--- config.mk ---
export PLATFORM = sky130hd
export DESIGN_NAME = seven_seg_scan
export DESIGN_NICKNAME = d
export VERILOG_FILES = /design/src/rtl/seven_seg_scan.sv
export SDC_FILE = /design/constraint.sdc
export NUM_CORES = 1
export LEC_CHECK = 0
export ABC_AREA = 1
export BUFFER_PORTS_ARGS = -buffer_cell sky130_fd_sc_hd__clkbuf_2
export CORE_MARGIN = 1
export CORE_UTILIZATION = 40
export CTS_CLUSTER_SIZE = 30
export DETAILED_ROUTE_END_ITERATION = 12
export RECOVER_POWER = 25
export SLEW_MARGIN = 30
export SYNTH_ARGS = -nofsm -noshare
export SYNTH_HDL_FRONTEND = slang
export SYNTH_SLANG_ARGS = --single-unit
--- constraint.sdc ---
create_clock -name clk -period 1.7 [get_ports clk]
set_clock_uncertainty 0.15 [all_clocks]
set_input_delay 0.255 -clock clk [delete_from_list [all_inputs] [get_ports clk]]
set_output_delay 0.255 -clock clk [all_outputs]
set_load 0.1 [all_outputs]
--- src/rtl/seven_seg_scan.sv ---
// seven_seg_scan: multiplexed N-digit seven-segment scanner (ports: clk, rst, en, nums, points, blank_mask, blink_mask -> seg, an, frame_tick, blink_phase)
module seven_seg_scan #(
  parameter int DIGITS       = 8,
  parameter int SCAN_DIV     = 50000,
  parameter int DEAD         = 2,
  parameter int BLINK_FRAMES = 250
) (
  input  logic                  clk,
  input  logic                  rst,
  input  logic                  en,
  input  logic [4*DIGITS-1:0]   nums,
  input  logic [DIGITS-1:0]     points,
  input  logic [DIGITS-1:0]     blank_mask,
  input  logic [DIGITS-1:0]     blink_mask,
  output logic [7:0]            seg,
  output logic [DIGITS-1:0]     an,
  output logic                  frame_tick,
  output logic                  blink_phase
);
  localparam int IW = DIGITS > 1 ? $clog2(DIGITS) : 1;
  localparam int CW = $clog2(SCAN_DIV);
  localparam int FW = BLINK_FRAMES > 1 ? $clog2(BLINK_FRAMES) : 1;
  logic [IW-1:0]     r_idx;
  logic [CW-1:0]     r_cnt;
  logic [FW-1:0]     r_fcnt;
  logic              r_blink;
  logic              r_wrapped;
  logic [7:0]        r_seg;
  logic [DIGITS-1:0] r_an;
  logic              r_tick;
  logic              w_slot_end;
  logic              w_wrap;
  logic              w_last_frame;
  logic              w_dead;
  logic              w_dark;
  logic              w_dp;
  logic [3:0]        w_code;
  logic [6:0]        w_glyph;
  assign w_slot_end   = r_cnt == CW'(SCAN_DIV - 1);
  assign w_wrap       = w_slot_end && r_idx == IW'(DIGITS - 1);
  assign w_last_frame = r_fcnt == FW'(BLINK_FRAMES - 1);
  assign w_dead       = 32'(r_cnt) < DEAD;
  assign w_code       = nums[4*r_idx +: 4];
  assign w_dark       = blank_mask[r_idx] | (blink_mask[r_idx] & r_blink);
  assign w_dp         = (w_code == 4'hF) | ~points[r_idx];
  always_comb begin
    w_glyph = 7'b1111111;
    case (w_code)
      4'h0: w_glyph = 7'b1000000;
      4'h1: w_glyph = 7'b1111001;
      4'h2: w_glyph = 7'b0100100;
      4'h3: w_glyph = 7'b0110000;
      4'h4: w_glyph = 7'b0011001;
      4'h5: w_glyph = 7'b0010010;
      4'h6: w_glyph = 7'b0000010;
      4'h7: w_glyph = 7'b1111000;
      4'h8: w_glyph = 7'b0000000;
      4'h9: w_glyph = 7'b0010000;
      4'hA: w_glyph = 7'b0001001;
      4'hB: w_glyph = 7'b0000110;
      4'hC: w_glyph = 7'b1000111;
      4'hD: w_glyph = 7'b1000000;
      4'hE: w_glyph = 7'b0111111;
      default: w_glyph = 7'b1111111;
    endcase
  end
  always_ff @(posedge clk or posedge rst) begin
    if (rst) begin
      r_idx     <= '0;
      r_cnt     <= '0;
      r_fcnt    <= '0;
      r_blink   <= 1'b0;
      r_wrapped <= 1'b0;
      r_seg     <= 8'hFF;
      r_an      <= '1;
      r_tick    <= 1'b0;
    end else begin
      // the wrap is remembered so the pulse lines up with the first slot-0 output, even across a pause
      r_tick <= en & r_wrapped;
      r_an   <= (!en || w_dead) ? '1 : ~(DIGITS'(1) << r_idx);
      r_seg  <= (!en || w_dead || w_dark) ? 8'hFF : {w_dp, w_glyph};
      if (en) begin
        r_wrapped <= w_wrap;
        r_cnt     <= w_slot_end ? '0 : r_cnt + 1'b1;
        if (w_slot_end) r_idx <= w_wrap ? '0 : r_idx + 1'b1;
        if (w_wrap) begin
          r_fcnt <= w_last_frame ? '0 : r_fcnt + 1'b1;
          if (w_last_frame) r_blink <= ~r_blink;
        end
      end
    end
  end
  assign seg         = r_seg;
  assign an          = r_an;
  assign frame_tick  = r_tick;
  assign blink_phase = r_blink;
endmodule

# Yosys cells after proc, flatten, opt, wreduce, memory -nomap -nowiden
# Memory sizes are Yosys's and may differ from the RTL's.
# Index checks and enable logic that the tools add are counted.
# W data, S select, Z words.
[totals] in_bits=59 wordCells=45 mem_bits_rw=0 memories=1 out_inout_bits=18 latch_bits=0 register_bits=46 mem_bits_ro=112
[mem_list] memory="(name not given)" words=16 width=7 rd=1 rd_ports_with_merged_regs=0 write_ports=0 line_no="48" source="case (w_code)"
[classes] add_sub_neg=3 n_shift=2 order_cmp=2 n_div=0 multipliers=0 eq_ne=4 n_reduce_logical=7 n_mux=11 n_bitwise=7
[ops] cell="$shiftx A32 B6 Y4" count=1
[ops] cell="$mux W8" count=3
[ops] cell="$add A16 B1 Y16 const B" count=1
[ops] cell="$eq A16 B16 Y1 const B" count=1
[ops] cell="$lt A16 B2 Y1 const B" count=1
[ops] cell="$mux W16" count=1
[ops] cell="$bmux W1 S3" count=3
[ops] cell="$add A8 B1 Y8 const B" count=1
[ops] cell="$eq A8 B8 Y1 const B" count=1
[ops] cell="$not A8 Y8" count=1
[ops] cell="$shl A1 B3 Y8 const A" count=1
[ops] cell="$eq A4 B4 Y1 const B" count=1
[ops] cell="$lt A3 B4 Y1 const B" count=1
[ops] cell="$reduce_and A2 Y1" count=2
[ops] cell="$add A3 B1 Y3 const B" count=1
[ops] cell="$eq A3 B3 Y1 const B" count=1
[ops] cell="$mux W1" count=3
[ops] cell="$mux W3" count=1
[ops] cell="$reduce_and A3 Y1" count=1
[ops] cell="$and A1 B1 Y1" count=2
[ops] cell="$logic_or A1 B1 Y1" count=2
[ops] cell="$not A1 Y1" count=2
[ops] cell="$or A1 B1 Y1" count=2
[ops] cell="$logic_and A1 B1 Y1" count=1
[ops] cell="$logic_not A1 Y1" count=1

# Longest topological paths before layout
# Gate-level depths: netlist of run 1.
[logic_depth] depth_word=6 depth_mapped=14 depth_no_buf=13

# Worst setup path before layout of run 1
# OpenSTA, ideal clock, no wires.
[synth_timing] path_kind="register to register" startpoint="reg r_idx[1]" endpoint="reg r_seg[3] (netlist: seg[3])" slack_ns=-0.159 setup_ns=0.084 synth_period_minus_slack_ns=1.859 t_arrival_ns=1.625 n_path_buf=2 t_required_ns=1.466 path_stages_with_launch=11 path_cell_list="dfrtp_1 buf_4 inv_1 buf_4 nand3_1 nand3_1 o21ai_1 ha_1 nand3_1 nand3_1 nand3_1"
[synth_via] elab_chain_cells=6 elab_cells_between_ends=10 classes_between="shift: 1; mux: 5; bitwise: 2; reduce/logical: 1; memory: 1"
[synth_lines] element="from (decl)" line_no="23" source="logic [IW-1:0] r_idx;"
[synth_lines] element="from (signal assigned)" line_no="85" source="if (w_slot_end) r_idx <= w_wrap ? '0 : r_idx + 1'b1;"
[synth_lines] element="branches (longest 5 deep; another with $mem_v2 Z16 W7)"
[synth_lines] element="$mux W8 *" line_no="81" source="r_seg <= (!en || w_dead || w_dark) ? 8'hFF : {w_dp, w_glyph};"
[synth_lines] element="to (signal assigned)" line_no="81"
[synth_lines] element="to (decl)" line_no="28" source="logic [7:0] r_seg;"
# Every way passes the cells marked *. The select of a mux whose other input is x is not followed.
# A chain may end at the register's enable or synchronous reset.

# Final worst setup path of run 1
[layout_timing] startpoint="reg r_idx[0]" endpoint="reg r_seg[0] (netlist: seg[0])"
# The elaborated chain is that of the path after synthesis.

==> flow_summary.yaml, run 1 <==
yosys:
  seq_area_frac_synth_pct: 35.7
  synth_warnings: 0
  yosys.area_share.xor_xnor_pct: 2.40
  synthTopCellsByCount: "172 x nand2_1, 72 x inv_1, 53 x nand3_1"
  synth_compound_area_share_pct: 4.88
  synthArstFlopShare_pct: 100
  synthesis.nets: 569
  synth_top_area_share_pct: 22.9
  synth_top_family_by_area: "simple AND/OR/NAND/NOR gates"
  yosys.cell_count.top_type: "nand2_1"
  muxShareOfSynthArea_pct: 0
  synth_edf_count: 0
  avgSynthCellArea_sq_um: 6.64
  synth_flop_cell: "dfrtp_1"
  synth_cell_types: 33
  syn-instance-count: 494
  synthesis.area_sq_mm: 0.00328
  synth.area.top_cells: "dfrtp_1 23%, nand2_1 20%, dfstp_2 13%, inv_1 8.2%, nand3_1 8.1%"
  synth_adder_area_share_pct: 6.10
  synth_largest_area_cell: "dfrtp_1"
  ys_ff_latch: 46
  synthSimpleGateAreaFrac_pct: 39.6
power_and_ir_drop:
  switchingPower_mw: 1.18
  power.internal_mw: 2.02
  seqPwrFrac_pct: 41.7
  ir_worst_vdd_v: 0.000260
  swShare_pct: 36.9
  leakagePower_nw: 2.55
  combPwrFrac_pct: 36.4
  powerDensity_mw_per_mm2: 662
  clkPwrFrac_pct: 22.0
critical_path:
  worst-path-buf-inv: 2
  crit_path_start_kind: "register"
  cpPeakStageDelay_ns: 0.50
  cpLargestDelayFamily: "simple AND/OR/NAND/NOR gates"
  crit_path_max_fanout: 7
  critPathLaunch: "r_idx[0]"
  worstPathCellList: "buf_6, nand2_1, nand2_1, nand2_2, nand2_1, nand2_2, nand2_4, ha_4, inv_1, nand2_1, nand2_1, nand2_1, nand3_2"
  endpoint_kind: "register"
  slowest_stage: "dfrtp_2"
  crit_arrival_ns: 1.93
  crit_top_cell: "nand2_1"
  critPathKind: "reg2reg"
  r2r-start: "r_idx[0]"
  crit_required_ns: 1.78
final_layout:
  num_antenna_cells: 0
  nFillCells: 707
  drive_gt1_share_pct: 40.1
  design_area_sq_mm: 0.00482
  final_util_pct: 61.4
  regArea_sq_mm: 0.00117
  multi_input_area_sq_mm: 0.00216
  area_growth_syn_to_layout_pct: 47.0
  final_nets: 705
timing:
  setup_viol: 15
  rsz0062_at_grt: "yes"
  fin_ws_ns: -0.145
  slew_violations: 0
  max_slew_margin_pct: 59.5
  whs_ns: 0.0982
  min_period_over_period_pct: 109
  finalHoldViolCount: 0
  worst_pin_slew_ns: 0.608
  period_needed_ns: 1.85
  maxClockFrequency_mhz: 542
clock_tree:
  clk_root_buffer_cell: "clkbuf_8"
  clk_pin_slew_ns: 0.08
  cts_max_level: 2
  clockBufferDepth: 2
  cts_buffers: 5
  clkSinkCount: 46
  tritoncts: "built"
  clk_latency_ns: 0.30
global_route:
  antenna_found_initial: 0
  track_usage_pct: 21.9
  grt_pass1_wl_um: 15000
  grt_max_degree: 47
  grt_pass1_vias: 3407
  grt_overflow_total: 0
run_status:
  status: "complete, but fails checks"
  violations: "setup timing"
die:
  die_x_um: 92.5
  core_area_sq_mm: 0.00785
  die_h_um: 92.5
  start_util_pct: 41.8
  row_count: 32
  pin_count: 77
  die-area_sq_mm: 0.00856
routing:
  drtIter0Drc: 106
  firstDrtPassIters: 4
  final_antenna_net_count: 0
  routed_wl_um: 9280
  wl_per_cell_um: 12.7
  vias_per_cell: 4.81
  vias: 3529
  drc_errors: 0
flow_run:
  maxCapViolCount: 0
place:
  io_buffers: 76
  placed_cell_area_sq_mm: 0.00415
  globalplace.congestion: 0.896
  hpwl_um: 6730
worst_hold_path:
  min_path_type: "in2reg"
  hold_start: "en"
[kinds of logic (layout without fill, tap and decap cells)]
family | Yosys count | after routing
buf+inv | 89 | 225
simple gates | 304 | 305
compound gates | 30 | 30
xor+xnor | 9 | 9
fa+ha+maj | 16 | 16
flops | 46 | 46
[what timing repair did]
| action | in CTS | in global routing |
|---|---|---|
| gates cloned | 0 | 2 |
| pin swaps | 5 | 30 |
| hold endpoints to repair | 30 | 0 |
| resized for setup | 30 | 76 |
| endpoints found under the setup margin | 17 | 25 |
| hold buffers | 1 | 0 |
| buffers inserted | 6 | 12 |
[layout by cell type (no fill, tap or decap), types with 5 or more instances in the layout]
| master | netlist | layout |
|---|---|---|
| clkbuf_8 | 0 | 6 |
| nand3_2 | 1 | 27 |
| ha_1 | 16 | 6 |
| nand2_4 | 0 | 9 |
| o21ai_0 | 12 | 9 |
| dfstp_2 | 16 | 16 |
| ha_4 | 0 | 9 |
| nand2_2 | 1 | 20 |
| nor3_1 | 10 | 9 |
| dfrtp_1 | 30 | 29 |
| nand2_1 | 172 | 145 |
| o21ai_1 | 9 | 10 |
| inv_1 | 72 | 69 |
| xor2_1 | 8 | 8 |
| buf_4 | 3 | 75 |
| nor2_1 | 49 | 44 |
| clkbuf_2 | 1 | 59 |
| nand3_1 | 53 | 26 |
| nand3b_1 | 5 | 5 |
[worst reg2reg max path: cells and delay by family (launching register included)]
family	cells	cell delay (ns)
buf+inv	2	0.20
simple gates	10	0.77
fa+ha+maj	1	0.14
flops	1	0.50
[registers in the layout (all words and copies together) (netlist names)]
register     count
an               8
blink_phase      1
frame_tick       1
r_cnt           16
r_fcnt           8
r_idx            3
r_wrapped        1
seg              8
[worst paths after layout]
check	to	cells past startpoint	slack [ns]
setup / recovery	seg[0]	13	-0.15
hold / removal	frame_tick	3	0.1
setup reg to reg	seg[0]	13	-0.15
hold reg to reg	frame_tick	2	0.32
max in group asynchronous	r_idx[0]	4	0.45
min in group asynchronous	r_fcnt[6]	4	0.50
[cell type report]
cell class,instances,area share (%)
timing repair buffer,143,20.2
sequential,46,24.3
clock buffer,7,1.79
clock inverter,1,0.104
timing repair inverter,1,0.130
inverter,73,5.89
multi-input combinational,360,44.9
tap,102,2.65
[metal layers]
layer  up-vias  GRT usage (%)  wire length [um]
li1       1796              -                 -
met1      1619           27.0              4020
met2        99           39.3              4740
met3        15           2.79               326
met4         0           7.29               187
met5         -              0                 0
[through the flow]
stage           TNS [ns]  setup WS, ns  cells  total power [mW]
6_report           -1.26        -0.145    733              3.19
3_3_place_gp      -0.672       -0.0634    704              2.28
2_1_floorplan  -0.000841     -0.000841    494              1.97
3_5_place_dp      -0.968        -0.102    704              2.29
4_1_cts           -0.135       -0.0430    719              3.05
5_1_grt            -2.85        -0.220    733              3.41
[power by group through the flow]
stage          clock network [mW]  registers (mW)  logic (mW)
5_1_grt                     0.767            1.35        1.29
6_report                    0.702            1.33        1.16
3_3_place_gp                    0            1.33       0.954
3_5_place_dp                    0            1.34       0.958
4_1_cts                     0.721            1.33        1.00
2_1_floorplan                   0            1.47       0.504
Power figures use the tool's default switching activity.
==> run 2, diff against run 1 <==
--- a/config.mk
+++ b/config.mk
@@ -6,11 +6,11 @@
 export NUM_CORES = 1
 export LEC_CHECK = 0
 export ABC_AREA = 1
-export BUFFER_PORTS_ARGS = -buffer_cell sky130_fd_sc_hd__clkbuf_2
 export CORE_MARGIN = 1
 export CORE_UTILIZATION = 40
 export CTS_CLUSTER_SIZE = 30
 export DETAILED_ROUTE_END_ITERATION = 12
+export DONT_BUFFER_PORTS = 1
 export RECOVER_POWER = 25
 export SLEW_MARGIN = 30
 export SYNTH_ARGS = -nofsm -noshare
==> flow_summary.yaml, run 2 (synthesized netlist as in run 1, its figures left out) <==
run_status:
  status: "complete, but fails checks"
  violations: "setup timing"
routing:
  met1_length_um: 3860
  met3_length_um: 391
  firstDrtPassIters: 4
  drc_errors: 0
  drtIter0Drc: 143
  wl_met2_um: 4560
  top_layer: "met4"
  vias_per_cell: 5.02
  wl_per_cell_um: 13.8
  vias: 3268
  routed_wl_um: 8980
  final_antenna_net_count: 0
clock_tree:
  cts_buffers: 5
  clk_latency_ns: 0.31
  clockBufferDepth: 2
  cts_max_level: 2
  clk_pin_slew_ns: 0.09
  clkSinkCount: 46
  tritoncts: "built"
  clk_root_buffer_cell: "clkbuf_8"
place:
  globalplace.congestion: 0.854
  io_buffers: 0
  hpwl_um: 6310
  dp.cells: 626
  pre_cts_ws_ns: -0.130
final_layout:
  final_cell_mix: "139 x nand2_1, 67 x inv_1, 49 x buf_4"
  top_register: "r_cnt"
  area_growth_syn_to_layout_pct: 33.9
  largest_register_ffs: 16
  final_common_cell: "nand2_1"
  instances_no_fill: 651
  drive_gt1_share_pct: 32.4
  final_nets: 623
  num_antenna_cells: 0
die:
  pin_count: 77
  die_x_um: 92.5
  row_count: 32
  die_h_um: 92.5
  core_area_sq_mm: 0.00785
  start_util_pct: 41.8
  die-area_sq_mm: 0.00856
critical_path:
  endpoint_kind: "register"
  regToRegEndpoint: "seg[3]"
  r2r-start: "r_idx[0]"
  crit_path_start_kind: "register"
  crit_path_max_fanout: 6
  crit_arrival_ns: 1.88
  reg2reg_slack_ns: -0.09
  r2r_cells: 9
  crit_required_ns: 1.79
  critPathKind: "reg2reg"
timing:
  period_needed_ns: 1.79
  setup_viol: 15
  fin_ws_ns: -0.0920
  finalHoldViolCount: 0
  worst_pin_slew_ns: 0.824
  finalSetupTns_ns: -0.627
  rsz0062_at_grt: "yes"
  maxClockFrequency_mhz: 558
  max_slew_margin_pct: 45.0
  min_period_over_period_pct: 105
  slew_violations: 0
global_route:
  antenna_found_initial: 0
  grt_pass1_vias: 3141
  grt_max_degree: 27
  grt_overflow_total: 0
  track_usage_pct: 20.7
  grt_pass1_wl_um: 14100
worst_hold_path:
  min_delay_worst_endpoint: "r_cnt[5]"
  hold_start: "en"
  min_path_type: "in2reg"
  hold-path-cell-count: 3
power_and_ir_drop:
  leakagePower_nw: 2.23
  ir_worst_vdd_v: 0.000350
  powerDensity_mw_per_mm2: 720
  p_total_mw: 3.16
flow_run:
  maxCapViolCount: 0
run 2: final cells by class:
cell class / instances / area [sq um]
Fill cell: 776 / 3460
Multi-Input combinational cell: 360 / 2170
Sequential cell: 46 / 1170
Timing Repair Buffer: 61 / 532
Inverter: 73 / 288
Tap cell: 102 / 128
Clock buffer: 6 / 82.6
Clock inverter: 2 / 16.3
Timing Repair inverter: 1 / 3.75
run 2: routing by layer:
metal  vias up  global-route usage (%)
li1       1636                       -
met1      1523                    24.8
met2        95                    36.7
met3        14                    4.11
met4         0                    7.03
met5         -                       0
run 2: how the worst max path moves through the flow:
stage / slack (ns) / start / end
finish: -0.09 / r_idx[0] / seg[3]
global placement: -0.1 / r_idx[0] / seg[3]
global route: -0.18 / r_idx[0] / seg[0]
detailed placement: -0.13 / r_idx[0] / seg[3]
CTS: -0.09 / r_idx[0] / seg[3]
floorplan: -0.0008 / r_idx[0] / seg[3]
run 2: through the flow:
| step | hold WS, ns | instance area (sq um) | util, % |
|---|---|---|---|
| 4_1_cts | 0.00219 | 3920 | 49.9 |
| 6_report | 0.0115 | 4390 | 55.9 |
| 3_5_place_dp | 0.0330 | 3730 | 47.5 |
| 2_1_floorplan | 0.286 | 3320 | - |
| 5_1_grt | 0.0175 | 4390 | 55.9 |
| 3_3_place_gp | 0.0335 | 3730 | 47.5 |
run 2: worst max-delay path, stage by stage (launching register included):
cell	delay (ns)
dfrtp_2	0.49
buf_6	0.16
nand2_1	0.06
nand3_1	0.13
nand3_2	0.12
nand2_4	0.10
ha_4	0.29
nand3_1	0.08
nand3_1	0.07
nand3_1	0.07
run 2: timing repair:
item,4_1_cts,5_1_grt
setup buffers,2,8
gates resized for setup,16,108
pin swaps,1,37
hold buffers,2,0
gates cloned,4,1
setup endpoints to repair,9,29
endpoints found under the hold margin,20,0
run 2: power breakdown:
part / internal, mW / total [mW] / switching [mW]
Clock: 0.335 / 0.727 / 0.392
Combinational: 0.404 / 0.930 / 0.526
Sequential: 1.22 / 1.50 / 0.281
Total: 1.96 / 3.16 / 1.20
